==> config.mk <==
export PLATFORM = sky130hd
export DESIGN_NAME = tmds_period_sequencer_flat
export DESIGN_NICKNAME = d
export VERILOG_FILES = /design/src/rtl/tmds_period_sequencer_if.sv /design/src/rtl/tmds_period_sequencer.sv /design/src/flat_wrapper.sv
export SDC_FILE = /design/constraint.sdc
export NUM_CORES = 1
export LEC_CHECK = 0
export BUFFER_PORTS_ARGS = -buffer_cell sky130_fd_sc_hd__buf_2
export CORE_MARGIN = 4
export CORE_UTILIZATION = 60
export DETAILED_ROUTE_END_ITERATION = 6
export GPL_ROUTABILITY_DRIVEN = 0
export PLACE_DENSITY_LB_ADDON = 0.1
export SLEW_MARGIN = 20
export SYNTH_ARGS = -nofsm -noshare
export SYNTH_HDL_FRONTEND = slang
export SYNTH_SLANG_ARGS = --single-unit
==> constraint.sdc <==
create_clock -name clk_pix -period 1.75 [get_ports clk_pix]
set_input_delay 0.0875 -clock clk_pix [delete_from_list [all_inputs] [get_ports clk_pix]]
set_output_delay 0.0875 -clock clk_pix [all_outputs]
set_load 0.02 [all_outputs]
==> src/rtl/tmds_period_sequencer_if.sv <==
// tmds_period_sequencer_if: pixel/timing inputs and encoder/guard-band outputs of tmds_period_sequencer
interface tmds_period_sequencer_if;
  logic       de_in, hsync_in, vsync_in;
  logic [7:0] data_in_0, data_in_1, data_in_2;
  logic       enc_de;
  logic [7:0] enc_data_0, enc_data_1, enc_data_2;
  logic [1:0] enc_ctrl_0, enc_ctrl_1, enc_ctrl_2;
  logic       gb_active;
  logic [9:0] gb_code_0, gb_code_1, gb_code_2;
  logic       short_blank;
  modport master (
    output de_in, hsync_in, vsync_in, data_in_0, data_in_1, data_in_2,
    input  enc_de, enc_data_0, enc_data_1, enc_data_2, enc_ctrl_0, enc_ctrl_1, enc_ctrl_2,
    input  gb_active, gb_code_0, gb_code_1, gb_code_2, short_blank
  );
  modport slave (
    input  de_in, hsync_in, vsync_in, data_in_0, data_in_1, data_in_2,
    output enc_de, enc_data_0, enc_data_1, enc_data_2, enc_ctrl_0, enc_ctrl_1, enc_ctrl_2,
    output gb_active, gb_code_0, gb_code_1, gb_code_2, short_blank
  );
endinterface

==> src/rtl/tmds_period_sequencer.sv <==
// tmds_period_sequencer: delays the pixel/timing stream and inserts the HDMI video preamble and guard band.
// Define TMDS_SEQ_HDMI_EN for HDMI framing; left undefined the block is a plain DVI delay line.
module tmds_period_sequencer #(
  parameter int PRE_LEN = 8,
  parameter int GB_LEN  = 2
) (
  input logic                    clk_pix,
  input logic                    rst_pix_n,
  tmds_period_sequencer_if.slave bus
);
  localparam int D = PRE_LEN + GB_LEN;
  localparam int W = 27;
  logic [W-1:0] r_sr [D];
  logic [W-1:0] w_in, w_tail;
  logic         r_de;
  logic [1:0]   r_c0;
  logic [7:0]   r_d0, r_d1, r_d2;
  // stage layout: {de, vsync, hsync, red, green, blue}
  assign w_in   = {bus.de_in, bus.vsync_in, bus.hsync_in, bus.data_in_2, bus.data_in_1, bus.data_in_0};
  assign w_tail = r_sr[D-1];
  always_ff @(posedge clk_pix or negedge rst_pix_n)
    if (!rst_pix_n) begin
      for (int i = 0; i < D; i++) r_sr[i] <= '0;
      r_de <= 1'b0;
      r_c0 <= '0;
      r_d0 <= '0;
      r_d1 <= '0;
      r_d2 <= '0;
    end else begin
      r_sr[0] <= w_in;
      for (int i = 1; i < D; i++) r_sr[i] <= r_sr[i-1];
      r_de <= w_tail[W-1];
      r_c0 <= w_tail[25:24];
      r_d2 <= w_tail[W-1] ? w_tail[23:16] : '0;
      r_d1 <= w_tail[W-1] ? w_tail[15:8]  : '0;
      r_d0 <= w_tail[W-1] ? w_tail[7:0]   : '0;
    end
  assign bus.enc_de     = r_de;
  assign bus.enc_data_0 = r_d0;
  assign bus.enc_data_1 = r_d1;
  assign bus.enc_data_2 = r_d2;
  assign bus.enc_ctrl_0 = r_c0;
  assign bus.enc_ctrl_2 = 2'b00;
  assign bus.gb_code_0  = 10'b1011001100;
  assign bus.gb_code_1  = 10'b0100110011;
  assign bus.gb_code_2  = 10'b1011001100;
`ifdef TMDS_SEQ_HDMI_EN
  localparam int M  = PRE_LEN > GB_LEN ? PRE_LEN : GB_LEN;
  localparam int CW = M > 1 ? $clog2(M) : 1;
  typedef enum logic [1:0] {CTRL, PREAMBLE, GUARD, VIDEO} state_t;
  state_t        r_state;
  logic [CW-1:0] r_cnt;
  logic          r_c1, r_gb, r_sb;
  logic          w_any_de, w_rise;
  // a rise is only framed when the whole lookahead window is blank
  always_comb begin
    w_any_de = 1'b0;
    for (int i = 0; i < D; i++) w_any_de = w_any_de | r_sr[i][W-1];
  end
  assign w_rise = bus.de_in & ~r_sr[0][W-1];
  always_ff @(posedge clk_pix or negedge rst_pix_n)
    if (!rst_pix_n) begin
      r_state <= CTRL;
      r_cnt   <= '0;
      r_c1    <= 1'b0;
      r_gb    <= 1'b0;
      r_sb    <= 1'b0;
    end else begin
      r_sb <= r_sb | (w_rise & w_any_de);
      if (w_rise && !w_any_de) begin
        r_state <= PREAMBLE;
        r_cnt   <= '0;
        r_c1    <= 1'b1;
        r_gb    <= 1'b0;
      end else
        case (r_state)
          CTRL:     if (w_tail[W-1]) r_state <= VIDEO;
          PREAMBLE: if (r_cnt == CW'(PRE_LEN - 1)) begin
                      r_state <= GUARD;
                      r_cnt   <= '0;
                      r_c1    <= 1'b0;
                      r_gb    <= 1'b1;
                    end else r_cnt <= r_cnt + 1'b1;
          GUARD:    if (r_cnt == CW'(GB_LEN - 1)) begin
                      r_state <= VIDEO;
                      r_gb    <= 1'b0;
                    end else r_cnt <= r_cnt + 1'b1;
          default:  if (!w_tail[W-1]) r_state <= CTRL;
        endcase
    end
  assign bus.enc_ctrl_1  = {1'b0, r_c1};
  assign bus.gb_active   = r_gb;
  assign bus.short_blank = r_sb;
`else
  assign bus.enc_ctrl_1  = 2'b00;
  assign bus.gb_active   = 1'b0;
  assign bus.short_blank = 1'b0;
`endif
endmodule
==> src/flat_wrapper.sv <==
// flat-port wrapper written by rule: the top's interface ports become plain ports
module tmds_period_sequencer_flat 
#(
  parameter int PRE_LEN = 8,
  parameter int GB_LEN  = 2
)
  (clk_pix, rst_pix_n, bus_de_in, bus_hsync_in, bus_vsync_in, bus_data_in_0, bus_data_in_1, bus_data_in_2, bus_enc_de, bus_enc_data_0, bus_enc_data_1, bus_enc_data_2, bus_enc_ctrl_0, bus_enc_ctrl_1, bus_enc_ctrl_2, bus_gb_active, bus_gb_code_0, bus_gb_code_1, bus_gb_code_2, bus_short_blank);
  tmds_period_sequencer_if bus_i ();
  input logic clk_pix;
  input logic rst_pix_n;
  input wire logic [$bits(bus_i.de_in)-1:0] bus_de_in;
  input wire logic [$bits(bus_i.hsync_in)-1:0] bus_hsync_in;
  input wire logic [$bits(bus_i.vsync_in)-1:0] bus_vsync_in;
  input wire logic [$bits(bus_i.data_in_0)-1:0] bus_data_in_0;
  input wire logic [$bits(bus_i.data_in_1)-1:0] bus_data_in_1;
  input wire logic [$bits(bus_i.data_in_2)-1:0] bus_data_in_2;
  output wire logic [$bits(bus_i.enc_de)-1:0] bus_enc_de;
  output wire logic [$bits(bus_i.enc_data_0)-1:0] bus_enc_data_0;
  output wire logic [$bits(bus_i.enc_data_1)-1:0] bus_enc_data_1;
  output wire logic [$bits(bus_i.enc_data_2)-1:0] bus_enc_data_2;
  output wire logic [$bits(bus_i.enc_ctrl_0)-1:0] bus_enc_ctrl_0;
  output wire logic [$bits(bus_i.enc_ctrl_1)-1:0] bus_enc_ctrl_1;
  output wire logic [$bits(bus_i.enc_ctrl_2)-1:0] bus_enc_ctrl_2;
  output wire logic [$bits(bus_i.gb_active)-1:0] bus_gb_active;
  output wire logic [$bits(bus_i.gb_code_0)-1:0] bus_gb_code_0;
  output wire logic [$bits(bus_i.gb_code_1)-1:0] bus_gb_code_1;
  output wire logic [$bits(bus_i.gb_code_2)-1:0] bus_gb_code_2;
  output wire logic [$bits(bus_i.short_blank)-1:0] bus_short_blank;
  assign bus_i.de_in = bus_de_in;
  assign bus_i.hsync_in = bus_hsync_in;
  assign bus_i.vsync_in = bus_vsync_in;
  assign bus_i.data_in_0 = bus_data_in_0;
  assign bus_i.data_in_1 = bus_data_in_1;
  assign bus_i.data_in_2 = bus_data_in_2;
  assign bus_enc_de = bus_i.enc_de;
  assign bus_enc_data_0 = bus_i.enc_data_0;
  assign bus_enc_data_1 = bus_i.enc_data_1;
  assign bus_enc_data_2 = bus_i.enc_data_2;
  assign bus_enc_ctrl_0 = bus_i.enc_ctrl_0;
  assign bus_enc_ctrl_1 = bus_i.enc_ctrl_1;
  assign bus_enc_ctrl_2 = bus_i.enc_ctrl_2;
  assign bus_gb_active = bus_i.gb_active;
  assign bus_gb_code_0 = bus_i.gb_code_0;
  assign bus_gb_code_1 = bus_i.gb_code_1;
  assign bus_gb_code_2 = bus_i.gb_code_2;
  assign bus_short_blank = bus_i.short_blank;
  tmds_period_sequencer #(.PRE_LEN(PRE_LEN), .GB_LEN(GB_LEN)) u_core (.clk_pix(clk_pix), .rst_pix_n(rst_pix_n), .bus(bus_i));
endmodule
==> reports/qor.txt <==
==========================================================================================
Hold Violations, Final                                                                   0
CP delay by family, top                                                         flip-flops
Number of inserted diodes                                                                0
Slew Limit Fails                                                                         0
Area growth from synthesis to layout                                                20.02%
Antenna violations before repair                                                         0
Clock edge transition at the registers on the reported setup and hold paths        0.06 ns
Number of cell rows                                                                     41
CTS tree                                                                               yes
Core footprint                                                                0.01277 sq mm
Horiz. Die Dim                                                                    122.8 um
R2R Path Start                                                                u_core.w_tail[26]
CP max FO                                                                                1
First-pass GRT wire length                                                       16,190 um
Vias after detailed routing                                                          2,852
Via count of the first global-routing pass                                           3,077
Number of unique standard cell types used by synthesis                                   6
Flops & latches, synth                                                                 297
Unrepaired setup endpoints after global routing                                      false
Worst min path class                                                           in -> async
Post-synthesis sequential area ratio                                                0.9402
Starting utilization of the core area                                               0.6189
Reported leakage power                                                            4.523 nW
Average routed wire per standard cell                                             14.78 um
Total of buffers placed on input and output ports                                       55
Cells taking the most area after synthesis                                    dfrtp_1 94%, buf_4 3.4%, and2_2 1.7%
Worst ir drop on vdd                                                             0.9494 mV
Layout Skew                                                                    0.009804 ns
Transition time at the pin with the least slew margin                            0.5697 ns
Int Power                                                                        0.01069 W
Mapped Cells                                                                           361
Remaining routing DRC violations                                                         0
CP Buf/Inv Count                                                                         1
Delay of the slowest cell on the worst path                                        0.37 ns
Final std cells w/o fill                                                               664
Power Dens Cells                                                              1401 mW/mm^2
CP max-delay cell                                                                  dfrtp_1
Share of synthesized cell area in and, or, nand and nor gates                      0.02184
Post-layout min period                                                            1.120 ns
Cell type with the largest total area after synthesis                              dfrtp_1
Combinational power share                                                            0.030
Synthesized-area fraction occupied by xor and xnor cells                                 0
Data required time of the critical path                                            1.66 ns
Total die area                                                                0.01507 sq mm
Maximum Capacitance Violations                                                           0
Detail Route Antenna Nets                                                                0
Post-Place Cells                                                                       592
Fin Hold WS                                                                      0.1523 ns
Cell Area, Synth                                                              0.007905 sq mm
Worst Path Arrival                                                                 1.03 ns
I/O pins                                                                                92
Final worst-path cycle share                                                        0.6400
Die height                                                                        122.8 um
Fraction of the mapped netlist area in compound gates                                    0
Buffer cell driving the clock tree root                                          clkbuf_16
Clk pwr share                                                                        0.419
Sum Neg Setup Slack                                                                   0 ns
Number of DRC markers after the initial detailed-route iteration                       214
Kind of capture point of the worst setup path                                  output port
Number of flops mapped to enable cells by yosys                                          0
Overall routing resource usage                                                      0.1418
Capture instance of the worst register-to-register path                       u_core.bus.enc_data_1[3]
Largest family of logic cells by synthesized area                             buffers and inverters
Largest net degree at the start of global routing                                       80
Sequential power share                                                               0.551
Synthesis Warnings                                                                       0
Multiplexer fraction of the synthesized cell area                                        0
Switching power as a share of total power                                           0.1960
Detailed-route wire length                                                         9812 um
Leading register cell type out of synthesis                                        dfrtp_1
Total iterations of the first detailed-routing run                                       3
Outcome                                                                       complete, no violations
Psw                                                                             0.002607 W
Count of endpoints failing setup in the final report                                     0
Depth of the CTS H-tree                                                                  1
Type of origin of the critical path                                                   flop
Half-perimeter wire length after detailed placement                                4403 um
Number of sinks driven by the clock tree                                               297
Overflow after GRT                                                                       0
Most frequent cells after synthesis                                           297 x dfrtp_1, 36 x buf_4, 18 x and2_2
Share of synthesized cell area in full adder, half adder and majority cells              0
Share of layout cells above drive strength 1                                        0.2439
Buffer count from post-CTS setup fixing                                                  0
Top cell type's share of synthesized area                                           0.9402
Proportion of synthesized flip-flops having asynchronous set or reset                1.000
Worst skew pair latency                                                            0.50 ns
Maximum clock rate                                                               892.9 MHz
Number of buffers added by the clock tree synthesis step                                26
Most frequent cell after synthesis                                                 dfrtp_1
Worst Setup Path Type                                                           reg -> out
Tightest slew margin relative to the limit                                          0.6202
Critical-path cell list                                                              buf_2
Number of cells on the worst reg-to-reg path                                             1
Routed via count divided by cell count                                               4.295
Clock Tree Buf Depth                                                                     3
Setup slack on the worst flop-to-flop path                                         0.75 ns
Number of nets in the layout                                                           505
Synthesized area divided by synthesized cell count                             21.90 sq um
==========================================================================================
-- state kept, by name, summed over array words and instances, names as in the netlist --
| name | flops |
|---|---|
| u_core.r_sr | 243 |
| u_core.w_tail | 27 |
| u_core.bus.enc_data_0 | 8 |
| u_core.bus.enc_data_1 | 8 |
| u_core.bus.enc_data_2 | 8 |
| u_core.bus.enc_ctrl_0 | 2 |
| u_core.bus.enc_de | 1 |
-- cells in the final DEF, fill, tap and decap left out, types with 2 or more instances in the layout --
master,count
bufinv_16,2
and2_1,6
dfrtp_1,297
clkinv_2,4
dlygate4sd3_1,28
buf_4,4
buf_2,54
clkbuf_8,6
conb_1,36
clkbuf_16,27
and2_2,18
clkbuf_1,5
buf_12,4
-- layer usage --
layer / GRT usage / routed length [um]
met5: 0 / 0
met2: 0.2310 / 4927
met1: 0.1955 / 4039
met3: 0.03318 / 675
met4: 0.04339 / 170
-- cell type report --
cell class / count / area [sq um]
clock buffers: 38 / 777.0
repair buffers: 91 / 675.6
multi-input cells: 60 / 307.8
well taps: 172 / 215.2
flip-flops and latches: 297 / 7432
fillers: 676 / 3286
clock inverters: 6 / 80.08
-- power by group through the flow --
stage	combinational (W)	sequential (W)	clock, W
after global routing	0.000449	0.00735	0.00607
after floorplan	0.000158	0.00744	0
after global placement	0.000345	0.00740	0
after detailed placement	0.000356	0.00743	0
final	0.000397	0.00732	0.00558
after CTS	0.000408	0.00733	0.00576
-- cells by family (layout without fill, tap and decap cells) --
| kind of cell | count (synthesis) | after routing |
|---|---|---|
| buffers and inverters | 38 | 135 |
| DFF | 297 | 297 |
| other | 2 | 36 |
| and+or+nand+nor | 24 | 24 |
-- how the worst max path moves through the flow --
stage	startpoint	endpoint	slack [ns]	cells after the start
2_1_floorplan	u_core.w_tail[26]	u_core.bus.enc_data_0[0]	0.93	2
3_3_place_gp	u_core.w_tail[26]	u_core.bus.enc_data_2[3]	0.80	1
6_report	u_core.bus.enc_ctrl_0[1]	bus_enc_ctrl_0[1]	0.63	1
3_5_place_dp	u_core.w_tail[26]	u_core.bus.enc_data_2[3]	0.77	1
4_1_cts	u_core.bus.enc_ctrl_0[1]	bus_enc_ctrl_0[1]	0.59	1
5_1_grt	u_core.bus.enc_ctrl_0[1]	bus_enc_ctrl_0[1]	0.59	1
-- stage by stage --
step                      total power [W]    util  setup WS [ns]  instance area [sq um]
after detailed placement         0.007788  0.6537         0.7714                   8351
after global routing              0.01387  0.7428         0.5851                   9488
after CTS                         0.01350  0.7428         0.5941                   9488
after global placement           0.007747  0.6537         0.7999                   8351
after floorplan                  0.007596       -         0.9322                   8033
final                             0.01330  0.7428         0.6300                   9488
-- timing repair --
action,in CTS,in global routing
hold endpoints to repair,145,0
resized for setup,0,0
hold buffers,28,0
(Power assumes the default switching activity.)
